$ cat src/rtl/gps_ca_signal_gen.sv
// GPS L1 C/A Gold-code generator tile with nav-data BPSK and strobes.
// Optional carrier I/Q NCO is built when CARRIER_EN is defined.
module gps_ca_signal_gen #(
  parameter int          CHIP_DIV       = 4,
  parameter int          CODE_LEN       = 1023,
  parameter int          EPOCHS_PER_BIT = 20,
  parameter logic [15:0] CARR_FCW       = 16'h2000
) (
  input  logic       clk,
  input  logic       rst,
  input  logic       ena,
  input  logic [7:0] ui_in,
  output logic [7:0] uo_out,
  input  logic [7:0] uio_in,
  output logic [7:0] uio_out,
  output logic [7:0] uio_oe
);

  localparam int DIV_W = (CHIP_DIV > 1) ? $clog2(CHIP_DIV) : 1;
  localparam int EP_W  = (EPOCHS_PER_BIT > 1) ? $clog2(EPOCHS_PER_BIT) : 1;
  localparam logic [DIV_W-1:0] DIV_MAX  = DIV_W'(CHIP_DIV - 1);
  localparam logic [9:0]       CHIP_MAX = 10'(CODE_LEN - 1);
  localparam logic [EP_W-1:0]  EP_MAX   = EP_W'(EPOCHS_PER_BIT - 1);

  logic [9:0]       g1_q, g1_d;
  logic [9:0]       g2_q, g2_d;
  logic [DIV_W-1:0] div_q, div_d;
  logic [9:0]       chip_cnt_q, chip_cnt_d;
  logic [EP_W-1:0]  epoch_q, epoch_d;
  logic             data_q, data_d;

  logic       adv;
  logic       restart;
  logic [3:0] tap_a;
  logic [3:0] tap_b;
  logic [3:0] idx_a;
  logic [3:0] idx_b;
  logic       chip;
  logic       mod;
  logic       g1_fb;
  logic       g2_fb;
  logic [1:0] iq;

  assign adv     = ena & ui_in[5];
  assign restart = ui_in[7];

  // Phase-selector taps, one-based stage numbers; PRN field 0 means PRN 32.
  always_comb begin
    tap_a = 4'd4;
    tap_b = 4'd9;
    unique case (ui_in[4:0])
      5'd1:  begin tap_a = 4'd2; tap_b = 4'd6;  end
      5'd2:  begin tap_a = 4'd3; tap_b = 4'd7;  end
      5'd3:  begin tap_a = 4'd4; tap_b = 4'd8;  end
      5'd4:  begin tap_a = 4'd5; tap_b = 4'd9;  end
      5'd5:  begin tap_a = 4'd1; tap_b = 4'd9;  end
      5'd6:  begin tap_a = 4'd2; tap_b = 4'd10; end
      5'd7:  begin tap_a = 4'd1; tap_b = 4'd8;  end
      5'd8:  begin tap_a = 4'd2; tap_b = 4'd9;  end
      5'd9:  begin tap_a = 4'd3; tap_b = 4'd10; end
      5'd10: begin tap_a = 4'd2; tap_b = 4'd3;  end
      5'd11: begin tap_a = 4'd3; tap_b = 4'd4;  end
      5'd12: begin tap_a = 4'd5; tap_b = 4'd6;  end
      5'd13: begin tap_a = 4'd6; tap_b = 4'd7;  end
      5'd14: begin tap_a = 4'd7; tap_b = 4'd8;  end
      5'd15: begin tap_a = 4'd8; tap_b = 4'd9;  end
      5'd16: begin tap_a = 4'd9; tap_b = 4'd10; end
      5'd17: begin tap_a = 4'd1; tap_b = 4'd4;  end
      5'd18: begin tap_a = 4'd2; tap_b = 4'd5;  end
      5'd19: begin tap_a = 4'd3; tap_b = 4'd6;  end
      5'd20: begin tap_a = 4'd4; tap_b = 4'd7;  end
      5'd21: begin tap_a = 4'd5; tap_b = 4'd8;  end
      5'd22: begin tap_a = 4'd6; tap_b = 4'd9;  end
      5'd23: begin tap_a = 4'd1; tap_b = 4'd3;  end
      5'd24: begin tap_a = 4'd4; tap_b = 4'd6;  end
      5'd25: begin tap_a = 4'd5; tap_b = 4'd7;  end
      5'd26: begin tap_a = 4'd6; tap_b = 4'd8;  end
      5'd27: begin tap_a = 4'd7; tap_b = 4'd9;  end
      5'd28: begin tap_a = 4'd8; tap_b = 4'd10; end
      5'd29: begin tap_a = 4'd1; tap_b = 4'd6;  end
      5'd30: begin tap_a = 4'd2; tap_b = 4'd7;  end
      5'd31: begin tap_a = 4'd3; tap_b = 4'd8;  end
      5'd0:  begin tap_a = 4'd4; tap_b = 4'd9;  end
    endcase
  end

  assign idx_a = tap_a - 4'd1;
  assign idx_b = tap_b - 4'd1;
  assign chip  = g1_q[9] ^ g2_q[idx_a] ^ g2_q[idx_b];
  assign mod   = chip ^ data_q;

  // Bit i holds stage i+1; stage 1 takes the feedback.
  assign g1_fb = g1_q[2] ^ g1_q[9];
  assign g2_fb = g2_q[1] ^ g2_q[2] ^ g2_q[5] ^
                 g2_q[7] ^ g2_q[8] ^ g2_q[9];

  always_comb begin
    g1_d       = g1_q;
    g2_d       = g2_q;
    div_d      = div_q;
    chip_cnt_d = chip_cnt_q;
    epoch_d    = epoch_q;
    data_d     = data_q;
    if (restart) begin
      g1_d       = 10'h3FF;
      g2_d       = 10'h3FF;
      div_d      = '0;
      chip_cnt_d = '0;
      epoch_d    = '0;
      data_d     = 1'b0;
    end else if (adv) begin
      if (div_q == DIV_MAX) begin
        div_d = '0;
        if (chip_cnt_q == CHIP_MAX) begin
          chip_cnt_d = '0;
          g1_d       = 10'h3FF;
          g2_d       = 10'h3FF;
          if (epoch_q == EP_MAX) begin
            epoch_d = '0;
            data_d  = ui_in[6];
          end else begin
            epoch_d = epoch_q + 1'b1;
          end
        end else begin
          chip_cnt_d = chip_cnt_q + 10'd1;
          g1_d       = {g1_q[8:0], g1_fb};
          g2_d       = {g2_q[8:0], g2_fb};
        end
      end else begin
        div_d = div_q + 1'b1;
      end
    end
  end

  always_ff @(posedge clk or posedge rst) begin
    if (rst) begin
      g1_q       <= 10'h3FF;
      g2_q       <= 10'h3FF;
      div_q      <= '0;
      chip_cnt_q <= '0;
      epoch_q    <= '0;
      data_q     <= 1'b0;
    end else begin
      g1_q       <= g1_d;
      g2_q       <= g2_d;
      div_q      <= div_d;
      chip_cnt_q <= chip_cnt_d;
      epoch_q    <= epoch_d;
      data_q     <= data_d;
    end
  end

`ifdef CARRIER_EN
  logic [15:0] nco_q, nco_d;

  always_comb begin
    nco_d = nco_q;
    if (restart) begin
      nco_d = '0;
    end else if (adv) begin
      nco_d = nco_q + CARR_FCW;
    end
  end

  always_ff @(posedge clk or posedge rst) begin
    if (rst) begin
      nco_q <= '0;
    end else begin
      nco_q <= nco_d;
    end
  end

  assign iq = {nco_q[15] ^ nco_q[14] ^ mod, nco_q[15] ^ mod};

  logic unused_ok;
  assign unused_ok = &{1'b0, uio_in};
`else
  assign iq = 2'b00;

  logic unused_ok;
  assign unused_ok = &{1'b0, uio_in, CARR_FCW};
`endif

  assign uo_out = {chip_cnt_q[9:8], iq, (div_q == DIV_MAX),
                   (chip_cnt_q == 10'd0), mod, chip};
  assign uio_out = chip_cnt_q[7:0];
  assign uio_oe  = 8'hFF;

endmodule

$ cat config.mk
export PLATFORM = sky130hd
export DESIGN_NAME = gps_ca_signal_gen
export DESIGN_NICKNAME = d
export VERILOG_FILES = /design/src/rtl/gps_ca_signal_gen.sv
export SDC_FILE = /design/constraint.sdc
export NUM_CORES = 1
export LEC_CHECK = 0
export ABC_CLOCK_PERIOD_IN_PS = 7820
export CAP_MARGIN = 30
export CORE_UTILIZATION = 40
export DETAILED_ROUTE_END_ITERATION = 8
export PLACE_DENSITY = 0.63
export SLEW_MARGIN = 0
export SYNTH_ARGS = -nofsm -noshare
export SYNTH_HDL_FRONTEND = slang
export SYNTH_SLANG_ARGS = --single-unit
$ cat constraint.sdc
create_clock -name clk -period 7.82 [get_ports clk]
set_input_delay 1.173 -clock clk [delete_from_list [all_inputs] [get_ports clk]]
set_output_delay 1.173 -clock clk [all_outputs]
set_load 0.02 [all_outputs]
; ---- Word-level counts from Yosys, hierarchy flattened
; Memory sizes are Yosys's and may differ from the RTL's.
; Index checks and enable logic that the tools add are counted.
; Widths: inputs -> output; s select.
[totals]
register_bits = 38
rom_bits = 256
memories = 1
out_inout_bits = 24
input_bits = 19
word_cells = 64
[mem_list]
columns = memory, words, width, rd, rd_clocked_by_memory_dff, wr, line
row1 = (no name shown), 32, 8, 1, 0, 0, 51  ; unique case (ui_in[4:0])
[classes]
n_bitwise = 10
eq_ne = 3
muxes = 29
add_sub_neg = 5
magnitude_cmp = 2
n_reduce_logical = 8
[op_table]
columns = operator, n
row1 = $mux 10, 12
row2 = $mux 5, 5
row3 = $add 10x1->10 const B, 1
row4 = $eq 10x10->1 const B, 1
row5 = $logic_not 10->1, 1
row6 = $lt 4x5->1 const B, 2
row7 = $xor 1x1->1, 9
row8 = $bmux 1 s4, 2
row9 = $reduce_bool 2->1, 4
row10 = $sub 4x1->4 const B, 2
row11 = $mux 1, 7
row12 = $mux 2, 3
row13 = $add 5x1->5 const B, 1
row14 = $eq 5x5->1 const B, 1
row15 = $reduce_and 4->1, 1
row16 = $reduce_and 3->1, 1
row17 = $add 2x1->2 const B, 1
row18 = $eq 2x2->1 const B, 1
row19 = $reduce_and 2->1, 1
row20 = $and 1x1->1, 1

; ---- Longest topological paths before layout
; Gate-level depths: netlist of the first run.
[depth]
depth_word = 9
depth_mapped = 13

; ---- Least setup slack after synthesis of the first run
; No wires, ideal clock.
[synth_timing]
path_type = input port to output port
startpoint = in ui_in[0]
endpoint = out uo_out[0]
path_stages = 11
arrival_time_ns = 3.600
path_slack_ns = 3.047
cell_sequence = inv_1 > ha_1 > nor3_1 > a311o_1 > ha_1 > mux4_2 > mux2i_1 > mux2i_1 > xor2_1 > xnor2_1 > buf_4
[synth_between]
elab_chain_len = 6
elab_cells_between_ends = 9
[synth_rtl]
columns = element, line
row1 = "start, declared", 12  ; input logic [7:0] ui_in,
row2 = $mem_v2 32x8 *, n/a
row3 = $sub 4x1->4, 87  ; assign idx_a = tap_a - 4'd1;
row4 = $bmux 1 s4, 89  ; assign chip = g1_q[9] ^ g2_q[idx_a] ^ g2_q[idx_b];
row5 = $mux 1 (implied by the code), 89
row6 = $xor 1x1->1, 89
row7 = $xor 1x1->1 *, 89
row8 = "end, declared", 13  ; output logic [7:0] uo_out,
; Mark *: on every way between the ends. The rest lies on a longest branch, timed or not. The select of a mux whose other input is x is not followed.

; ---- Worst setup path in the final report of the first run
[layout_timing]
startpoint = in ui_in[2]
endpoint = out uo_out[0]
; The elaborated chain is that of the path after synthesis.

==> results of run 1 <==
[registers in the layout, summed over array words and instances, names as in the netlist]
name        flops
epoch_q         5
g2_q           10
div_q           2
g1_q           10
chip_cnt_q     10
data_q          1
[synth_stat cells, types with 4 or more instances]
master,instances
a21oi_1,24
ha_1,14
inv_1,14
dfstp_2,20
buf_4,15
clkbuf_1,7
nand3b_1,4
o21ai_0,12
nand3_1,10
a31oi_1,5
dfrtp_1,18
nor2_1,51
nand2_1,13
xnor2_1,12
nand2b_1,7
xor2_1,6
mux2i_1,5
[power breakdown]
part	internal (mW)	total, mW	leakage (nW)	switching (mW)
registers	0.212	0.224	0.453	0.0126
clock network	0.0823	0.154	0.0529	0.0721
logic	0.0680	0.149	0.783	0.0811
[worst min-delay path by stage]
stage / startpoint / to / depth (start not counted)
4_1_cts: g1_q[5] / g1_q[5] / 2
5_1_grt: g1_q[5] / g1_q[5] / 2
3_3_place_gp: g1_q[0] / g1_q[0] / 2
6_report: g1_q[6] / g1_q[6] / 2
2_1_floorplan: epoch_q[1] / epoch_q[1] / 2
3_5_place_dp: g1_q[5] / g1_q[5] / 2
[worst max-delay path, cell delays in order]
cell             delay, ns
clkdlybuf4s50_1       1.10
or2b_1                0.36
a311o_1               0.40
ha_1                  0.37
mux4_2                0.51
mux2i_1               0.17
mux2i_1               0.15
xor2_1                0.25
xnor2_1               0.15
clkdlybuf4s50_1       0.62
[layer usage]
metal  vias to the layer above  GRT usage (%)  part of all wire [%]
li1                       1092              -                     -
met1                      1052          23.01                    50
met2                        32          25.04                    47
met3                         6          2.406                   2.8
met4                         0          4.091                  0.80
met5                         -              0                     0
[logic make-up (layout without fill, tap and decap cells)]
group	Yosys count	after routing	share of synthesized area, %
and+or+nand+nor	115	115	20.23
AOI/OAI and AO/OA	69	69	16.81
buffers and inverters	41	49	8.003
DFF	38	38	34.68
xor gates and xnor gates	21	21	7.337
adders and majority gates	14	14	6.225
muxes	11	11	6.447
other	2	10	0.2669
[stage by stage]
| stage | area [µm²] | util, % | hold slack, ns | std cells |
|---|---|---|---|---|
| CTS | 3168 | 46.63 | 0.5085 | 423 |
| global placement | 3060 | 45.05 | 0.4898 | 415 |
| global route | 3168 | 46.63 | 0.5153 | 423 |
| finish | 3168 | 46.63 | 0.5059 | 423 |
| floorplan | 2844 | - | 0.4657 | 319 |
| detailed placement | 3060 | 45.05 | 0.4925 | 415 |
[area by class of cell]
| class | instances | area [µm²] | area share [%] |
|---|---|---|---|
| well taps | 96 | 120.1 | 3.791 |
| multi-input cells | 240 | 1649 | 52.05 |
| flip-flops and latches | 38 | 975.9 | 30.81 |
| clock inverters | 2 | 13.76 | 0.4344 |
| repair buffers | 27 | 262.8 | 8.294 |
| inverters | 14 | 52.55 | 1.659 |
| clock buffers | 6 | 93.84 | 2.962 |
==> summary.md, run 1 <==
| Metric | Value |
|---|---|
| Cell type with the largest total area after synthesis | dfstp_2 |
| Root cell of the clock tree | clkbuf_8 |
| Gpl congestion | 0.7994 |
| Instance count of the mapped netlist | 311 |
| Register area share after synthesis | around a third |
| Remaining antenna violation count after routing | 0 |
| I/O Buffers | 24 |
| DIE AREA | 7375 µm² |
| Antenna violations before repair | 0 |
| Number of flip-flops and latches in the synthesized netlist | 38 |
| Commonest non-fill, non-tap cells in the layout | nor2_1 (51), a21oi_1 (24), clkdlybuf4s50_1 (24) |
| Power density cells | 166.6 nW/µm² |
| DIE HEIGHT | 85.88 µm |
| Worst slew slack as a fraction of its limit | 35.97% |
| Horizontal extent of the die | 85.88 µm |
| Number of top-level pins | 43 |
| Clock transition at the registers of the reported paths | 0.08 ns |
| Crit path kind | in -> out |
| Initial Util | roughly 41% |
| Global router's overall resource usage | 15.94% |
| Number of diodes added for antenna fixing | 0 |
| Global-route wire length before repair | 9570 µm |
| RSZ-0062 raised after global routing | false |
| Design Power | 0.5278 mW |
| Critical path capture point | uo_out[0] |
| Worst supply voltage drop on vdd | 0.1265 mV |
| TritonCTS clock tree | yes |
| Overall routed net length | 5655 µm |
| Count of cell types in the netlist | 65 |
| Maximum clock path buffer count | 2 |
| Detailed Route Iter0 Violations | ~160 |
| Largest fanout on the critical path | 30 |
| Maximum number of pins on one net before global-route repair | 39 |
| Netlist area before placement | between 2000 and 3000 µm² |
| Cells on worst reg2reg path | 9 |
| Average cell area after synthesis | a little over 9 µm² |
| Number of endpoints failing setup at the final stage | 0 |
| Detail-routed via count per cell | between 5 and 6 |
| Mean routed wirelength per cell | 13.37 µm |
| Hold_buf cts | 0 |
| Final total negative setup slack | 0 ns |
| RR Endpoint | epoch_q[4] |
| Fin nets | 359 |
| First element of the critical path | ui_in[2] |
| Share of the clock period used by the worst path after layout | between 80% and 90% |
| Number of max-cap violations | 0 |
| Worst endpoint required time | 6.65 ns |
| Result of the run | completed |
| GRT overflow | 0 |
| Startpoint of the worst-slack reg-to-reg timing path | chip_cnt_q[0] |
| CTS H-Tree Depth | 2 |
| Dominant register cell in the synthesized netlist | dfstp_2 |
| Detail Placement HPWL | 3822 µm |
| Hold Vio Cnt, Final | 0 |
| Setup repair bufs after CTS | 0 |
| Total of warnings raised by yosys | 0 |
| Total number of clock tree sinks | 38 |
| FFs w/ async S/R, synth | 100.0% |
| Most common cell after layout, fill and taps aside | nor2_1 |
| Floorplan core area | 6794 µm² |
| First-pass detailed-route iteration total | 4 |
| Area growth, synth to finish | 12.58% |
| Reg2reg setup slack | roughly 5.2 ns |
| Signal arrival time at the worst endpoint | 5.28 ns |
| Minimum setup slack in the final design | 1.372 ns |
| Insertion delay to the later sink of the worst-skew pair | 0.29 ns |
| Synth top area cells | dfstp_2 (19%), dfrtp_1 (16%), nor2_1 (6.8%), ha_1 (6.2%), a21oi_1 (4.3%) |
| Setup crit end kind | output port |
| Number of clock buffers inserted by TritonCTS | 5 |
| Final Critical Period | between 6 and 7 ns |
| Remaining routing DRC violations | 0 |
| Count of final max-slew check failures | 0 |
| Post-synth top area share | around a fifth |
| Number of rows in the core area | 30 |
| Layout cells sized above 1 | about 14% |
| Via count of the routed design | 2182 |
| Minimum setup slack after placement | 1.371 ns |
| Clock skew after layout | 0.009156 ns |
| Achievable frequency | between 0.15 and 0.2 GHz |
| Number of flops mapped to enable cells by yosys | 0 |
| Via count of the first global-routing pass | roughly 2000 |
| Worst hold path class | reg -> reg |
| Transition at the pin with the smallest max-transition slack | 0.9574 ns |
| CP startpoint kind | primary input |
| Filler cell count in the final layout | between 600 and 700 |
| Post-cts repair resize count | 0 |
| Leak | between 1 and 1.5 nW |
Power figures use the tool's default switching activity.
==> run 2: changes to the inputs <==
Settings changed: ABC_CLOCK_PERIOD_IN_PS 7820 to 5500, PLACE_DENSITY 0.63 to 0.66.
Clock period 7.82 ns to 5.5 ns, I/O delays scaled along.
==> run 2 against run 1 <==
Effect of this change:
- sequential power rose by 42%
- critical path depth increased by 3
- count of clock-buffer cells in the layout grew 1
- largest cell class unchanged
- utilization increased by 1.5 points
- hold slack lost 0.0036 ns
- global-route usage increased by 0.75 points
- die area unchanged
- final cell count is 2.4% higher
- sequential share of layout area down 0.97 points
- non-clock buffer count up 10
- via count is 1.9% higher
==> summary.md, run 2 (synthesized netlist as in run 1, its figures left out) <==
| Metric | Value |
|---|---|
| Result of the run | completed (unchanged) |
| Largest fanout on the critical path | 6 (was 30) |
| Number of rows in the core area | 30 (unchanged) |
| Crit path kind | in -> out (unchanged) |
| Gpl congestion | 0.7784 (was 0.7994) |
| Area growth, synth to finish | 16.23% (was 12.58%) |
| Worst hold path class | reg -> reg (unchanged) |
| Filler cell count in the final layout | 679 (was 690) |
| Maximum number of pins on one net before global-route repair | 39 (unchanged) |
| Overall routed net length | 5542 µm (was 5655 µm) |
| Area occupied by registers | 975.9 µm² (unchanged) |
| Total number of clock tree sinks | 38 (unchanged) |
| Global-route wire length before repair | 9998 µm (was 9570 µm) |
| Remaining antenna violation count after routing | 0 (unchanged) |
| Tightest hold margin | 0.5023 ns (was 0.5059 ns) |
| Root cell of the clock tree | clkbuf_8 (unchanged) |
| CTS H-Tree Depth | 2 (unchanged) |
| DIE AREA | 7375 µm² (unchanged) |
| Insertion delay to the later sink of the worst-skew pair | 0.29 ns (about the same) |
| Mean routed wirelength per cell | 12.80 µm (was 13.37 µm) |
| Leak | 1.373 nW (was 1.289 nW) |
| Detailed Route Iter0 Violations | 112 (was 156) |
| Clock skew after layout | 0.008264 ns (was 0.009156 ns) |
| Top Registers | chip_cnt_q x10, g1_q x10, g2_q x10 (unchanged) |
| Fin nets | 369 (was 359) |
| Number of diodes added for antenna fixing | 0 (unchanged) |
| Worst supply voltage drop on vdd | 0.1332 mV (was 0.1265 mV) |
| Power density cells | 238.5 nW/µm² (was 166.6 nW/µm²) |
| Initial Util | 41.42% (unchanged) |
| Maximum clock path buffer count | 2 (unchanged) |
| Final Critical Period | 4.837 ns |
| Combined area of the multi-input logic cells | 1649 µm² (unchanged) |
| Horizontal extent of the die | 85.88 µm (unchanged) |
| Via count of the routed design | 2224 (was 2182) |
| Number of clock buffers inserted by TritonCTS | 5 (unchanged) |
| Final total negative setup slack | 0 ns (unchanged) |
| Worst slew slack as a fraction of its limit | 42.43% (was 35.97%) |
| Transition at the pin with the smallest max-transition slack | 0.8614 ns (was 0.9574 ns) |
| Global router's overall resource usage | 16.69% (was 15.94%) |
| Antenna violations before repair | 0 (unchanged) |
| Commonest non-fill, non-tap cells in the layout | nor2_1 (51), a21oi_1 (24), clkdlybuf4s50_1 (21) (was nor2_1 (51), a21oi_1 (24), clkdlybuf4s50_1 (24)) |
| First-pass detailed-route iteration total | 5 (was 4) |
| Number of placed instances, taps included | 425 (was 415) |
| CP startpoint kind | primary input (unchanged) |
| I/O Buffers | 24 (unchanged) |
| Minimum setup slack after placement | 0.1208 ns (was 1.371 ns) |
| Share of the clock period used by the worst path after layout | a little under 90% |
| GRT overflow | 0 (unchanged) |
| DIE HEIGHT | 85.88 µm (unchanged) |
| Hold Vio Cnt, Final | 0 (unchanged) |
| Remaining routing DRC violations | 0 (unchanged) |
| Detail Placement HPWL | 3986 µm (was 3822 µm) |
| Floorplan core area | 6794 µm² (unchanged) |
| RSZ-0062 raised after global routing | false (unchanged) |
| Detail-routed via count per cell | 5.136 (was 5.158) |
| Setup crit end kind | output port (unchanged) |
| Worst endpoint required time | 4.68 ns (was 6.65 ns) |
| Achievable frequency | 0.2067 GHz |
| Count of final max-slew check failures | 0 (unchanged) |
| Number of endpoints failing setup at the final stage | 0 (unchanged) |
| Most common cell after layout, fill and taps aside | nor2_1 (unchanged) |
| Minimum setup slack in the final design | 0.6627 ns (was 1.372 ns) |
| Final Instance Count excl. Fillers | 433 (was 423) |
| Clock transition at the registers of the reported paths | 0.08 ns (about the same) |
| TritonCTS clock tree | yes (unchanged) |
| Via count of the first global-routing pass | 2173 (was 2003) |
| Number of top-level pins | 43 (unchanged) |
| Layout cells sized above 1 | 16.91% (was 14.37%) |
| Signal arrival time at the worst endpoint | 4.01 ns (was 5.28 ns) |
| Number of max-cap violations | 0 (unchanged) |
run 2: stage by stage:
step                      util [%]  instance area (µm²)  total power, mW
after global placement       46.15                 3136           0.5380
after detailed placement     46.15                 3136           0.5432
after global routing         48.14                 3271           0.8307
after CTS                    48.03                 3263           0.7941
final                        48.14                 3271           0.7800
after floorplan                  -                 2844           0.4990
run 2: layout make-up:
cell class                 instances  area share, %
inverter                          14          1.607
multi-input combinational        240          50.42
sequential                        38          29.84
tap                               96          3.673
clock inverter                     1         0.2678
timing repair buffer              37          10.56
clock buffer                       7          3.634
run 2: critical path, stage by stage:
cell             delay, ns
clkdlybuf4s50_1       0.48
inv_1                 0.12
ha_1                  0.23
nor4bb_1              0.14
a31oi_1               0.25
o311ai_4              0.16
ha_1                  0.39
mux4_2                0.52
mux2i_1               0.14
mux2i_1               0.12
xor2_1                0.24
xnor2_1               0.15
dlymetal6s2s_1        0.24
run 2: repair_timing:
action	4_1_cts	5_1_grt
setup endpoints to repair	0	2
hold buffers	0	0
resized for setup	0	3
buffers inserted	0	0
run 2: metal layers:
metal	vias up	GRT usage [%]	routed length, µm	share of wire [%]
met1	1066	22.97	2699	49
met4	0	5.758	44	0.79
met3	4	2.214	141	2.5
met5	-	0	0	0
met2	35	27.06	2656	48
li1	1119	-	-	-
run 2: where the power goes:
part | internal, mW | switching, mW
combinational | 0.100 | 0.116
sequential | 0.301 | 0.0169
clock | 0.145 | 0.101
total | 0.547 | 0.233
run 2: final timing paths:
path                                from          to  slack (ns)  cells past startpoint
setup / recovery                ui_in[0]   uo_out[0]        0.66                     13
hold / removal                epoch_q[1]  epoch_q[1]        0.50                      2
setup reg to reg           chip_cnt_q[0]  epoch_q[4]        2.96                      9
hold reg to reg               epoch_q[1]  epoch_q[1]        0.50                      2
max in group asynchronous            rst     g2_q[7]        4.19                      3
min in group asynchronous            rst    div_q[0]        0.95                      3
==> edit (flow settings as in run 2) <==
Register the outputs `uo_out` and `uio_out`, without a reset; this adds one clock of latency there. The other outputs are not delayed to match.
--- a/src/rtl/gps_ca_signal_gen.sv
+++ b/src/rtl/gps_ca_signal_gen.sv
@@ -182,7 +182,8 @@
 `endif
 
-  assign uo_out = {chip_cnt_q[9:8], iq, (div_q == DIV_MAX),
-                   (chip_cnt_q == 10'd0), mod, chip};
-  assign uio_out = chip_cnt_q[7:0];
+  always_ff @(posedge clk) begin
+    uo_out  <= {chip_cnt_q[9:8], iq, (div_q == DIV_MAX), (chip_cnt_q == 10'd0), mod, chip};
+    uio_out <= chip_cnt_q[7:0];
+  end
   assign uio_oe  = 8'hFF;
 
Behaviour: not the same (a bounded check fails within 4 cycles, from zero or initial values and one cycle with rst high).
==> edit against run 2 <==
Sequential cell count increased by 14. Global-route usage fell by 2.1 points. Total power grew 4.9%. Cell count fell by 3.2%. Cell area increased by 2.6%. Routed wire length is 0.97% lower. Largest power group unchanged. Critical endpoint is now uo_out[1]. Synthesized area grew 7.0%. Setup slack better by 840 ps.
==> edit: results (changes against run 2) <==
setup slack of the worst register-to-register path -> 2820 ps (-140 ps)
share of the yosys chip area belonging to registers -> 41.7% (+7.0 points)
critical path's top delay family -> buffers and inverters
clk slew on worst S/H paths -> 100 ps (+20 ps)
half-perimeter wire length after placement -> 3.83 mm (-4.0%)
Min-Delay Path Depth -> 0 (-2)
Setup Slack @ Placement -> 1190 ps (+1070 ps)
FF-to-FF End -> chip_cnt_q[9]
Clock Skews -> 5.81 ps (-2.46 ps)
run status -> finished clean
placed standard-cell area -> 0.00326 mm2 (+4.0%)
path depth of the worst reg2reg path -> 7 (-2)
insertion delay of the later-clocked pin in the worst-skew pair -> 300 ps
vias per cell -> 5.26 (+2.4%)
Min-Delay Startpoint -> chip_cnt_q[8]
CP max FO -> 25 (+19)
post-cts resize count -> 0 (unchanged)
CTS root buf -> clkbuf_8
placer's final routability congestion estimate -> 0.833 (+7.0%)
net count of the finished layout -> 352 (-4.6%)
first-pass detailed-route iteration total -> 4 (-1)
static leakage -> 0.00136 uW (-1.0%)
Synth top cells by count -> 29 x nor2_1, 23 x nand2_1, 20 x dfstp_2, 18 x dfrtp_1
largest registers ranked by flip-flop count -> chip_cnt_q: 10 flops, g1_q: 10 flops, g2_q: 10 flops
delay contributed by the slowest stage of the critical path -> 1000 ps (+480 ps)
filler instances -> 713 (+5.0%)
placed cell count -> 411 (-3.3%)
deepest clock path buffer count -> 2 (unchanged)
count of distinct cell types in the synthesized netlist -> 60 (-7.7%)
share of post-route cells with drive strength above 1 -> 13.1% (-3.8 points)
vias after detailed routing -> 2203 (-0.94%)
crit path max-delay cell type -> clkdlybuf4s50_1
antenna violations before repair -> 0 (unchanged)
Yosys warning count -> 0 (unchanged)
fraction of synthesis flops using an asynchronous set or reset pin -> 73.1% (-27 points)
launching element of the worst setup path -> ui_in[2]
DRT iter0 DRCs -> 68 (-39%)
number of buffers added by the clock tree synthesis step -> 5 (unchanged)
wire length after detailed routing -> 5.49 mm (-0.97%)
top cells by area, synth -> dfstp_2 17%, dfrtp_1 15%, dfxtp_1 9.3%
number of H-tree levels -> 2 (unchanged)
wire length of the first global-routing pass -> 9.08 mm (-9.2%)
pin count of the biggest net entering global routing -> 39 (unchanged)
reg-to-reg critical path startpoint -> chip_cnt_q[4]
number of setup buffers added after CTS -> 0 (unchanged)
Antenna Diode Count -> 0 (unchanged)
Mean Syn Cell Area -> 9.97 um2 (+10%)
Post-synth top flop -> dfstp_2
quantity of I/O buffers inserted on ports -> 24 (unchanged)
Worst Max-Slew Pin Slew -> 818 ps (-43.9 ps)
min-delay worst type -> reg -> reg
worst vdd ir -> 0.000282 V (+110%)
number of global-route vias before repair -> 1969 (-9.4%)
All-Layer GR Usage -> 14.6% (-2.1 points)
Min-Delay Endpoint -> uo_out[6]
edit: kinds of logic after synthesis:
kind of cell    Yosys count  share of synthesized area, %
simple gates             94                          15.7
compound gates           72                          17.2
flops                    52                          41.7
buf+inv                  36                          6.85
xor+xnor                 21                          6.81
fa+ha+maj                14                          5.82
mux                      11                          5.61
other cells               2                         0.249
edit: stage by stage:
| step | util, % | hold slack (ps) |
|---|---|---|
| after floorplan | - | 392 |
| after detailed placement | 44.9 | 422 |
| final | 46.2 | 446 |
| after global placement | 44.9 | 419 |
| after CTS | 46.2 | 444 |
| after global routing | 46.2 | 467 |
edit: final cells by class:
| type | count | share of cell area (%) |
|---|---|---|
| sequential | 52 | 37.4 |
| timing repair buffer | 26 | 7.61 |
| inverter | 12 | 1.34 |
| multi-input combinational | 222 | 47.1 |
| clock buffer | 5 | 2.05 |
| clock inverter | 3 | 0.783 |
| tap | 99 | 3.69 |
edit: power by group:
group | switching (uW) | internal (uW)
combinational | 98.6 | 82.8
clock | 131 | 93.8
sequential | 10.7 | 401
edit: layer usage:
layer / up-vias / share of wire [%] / wire (um) / GRT usage [%]
met5: - / 0 / 0 / 0
met4: 0 / 0.46 / 25 / 2.64
met3: 4 / 3.0 / 163 / 3.17
met2: 37 / 45 / 2460 / 22.7
met1: 1075 / 52 / 2840 / 21.2
li1: 1087 / - / - / -
edit: worst max path at each step:
| stage | endpoint | slack [ps] | depth (start not counted) |
|---|---|---|---|
| after global placement | uo_out[1] | 1200 | 10 |
| after detailed placement | uo_out[1] | 1190 | 9 |
| after floorplan | uo_out[1] | 2330 | 10 |
| after CTS | uo_out[1] | 1510 | 10 |
| after global routing | uo_out[1] | 1250 | 10 |
| final | uo_out[1] | 1500 | 9 |
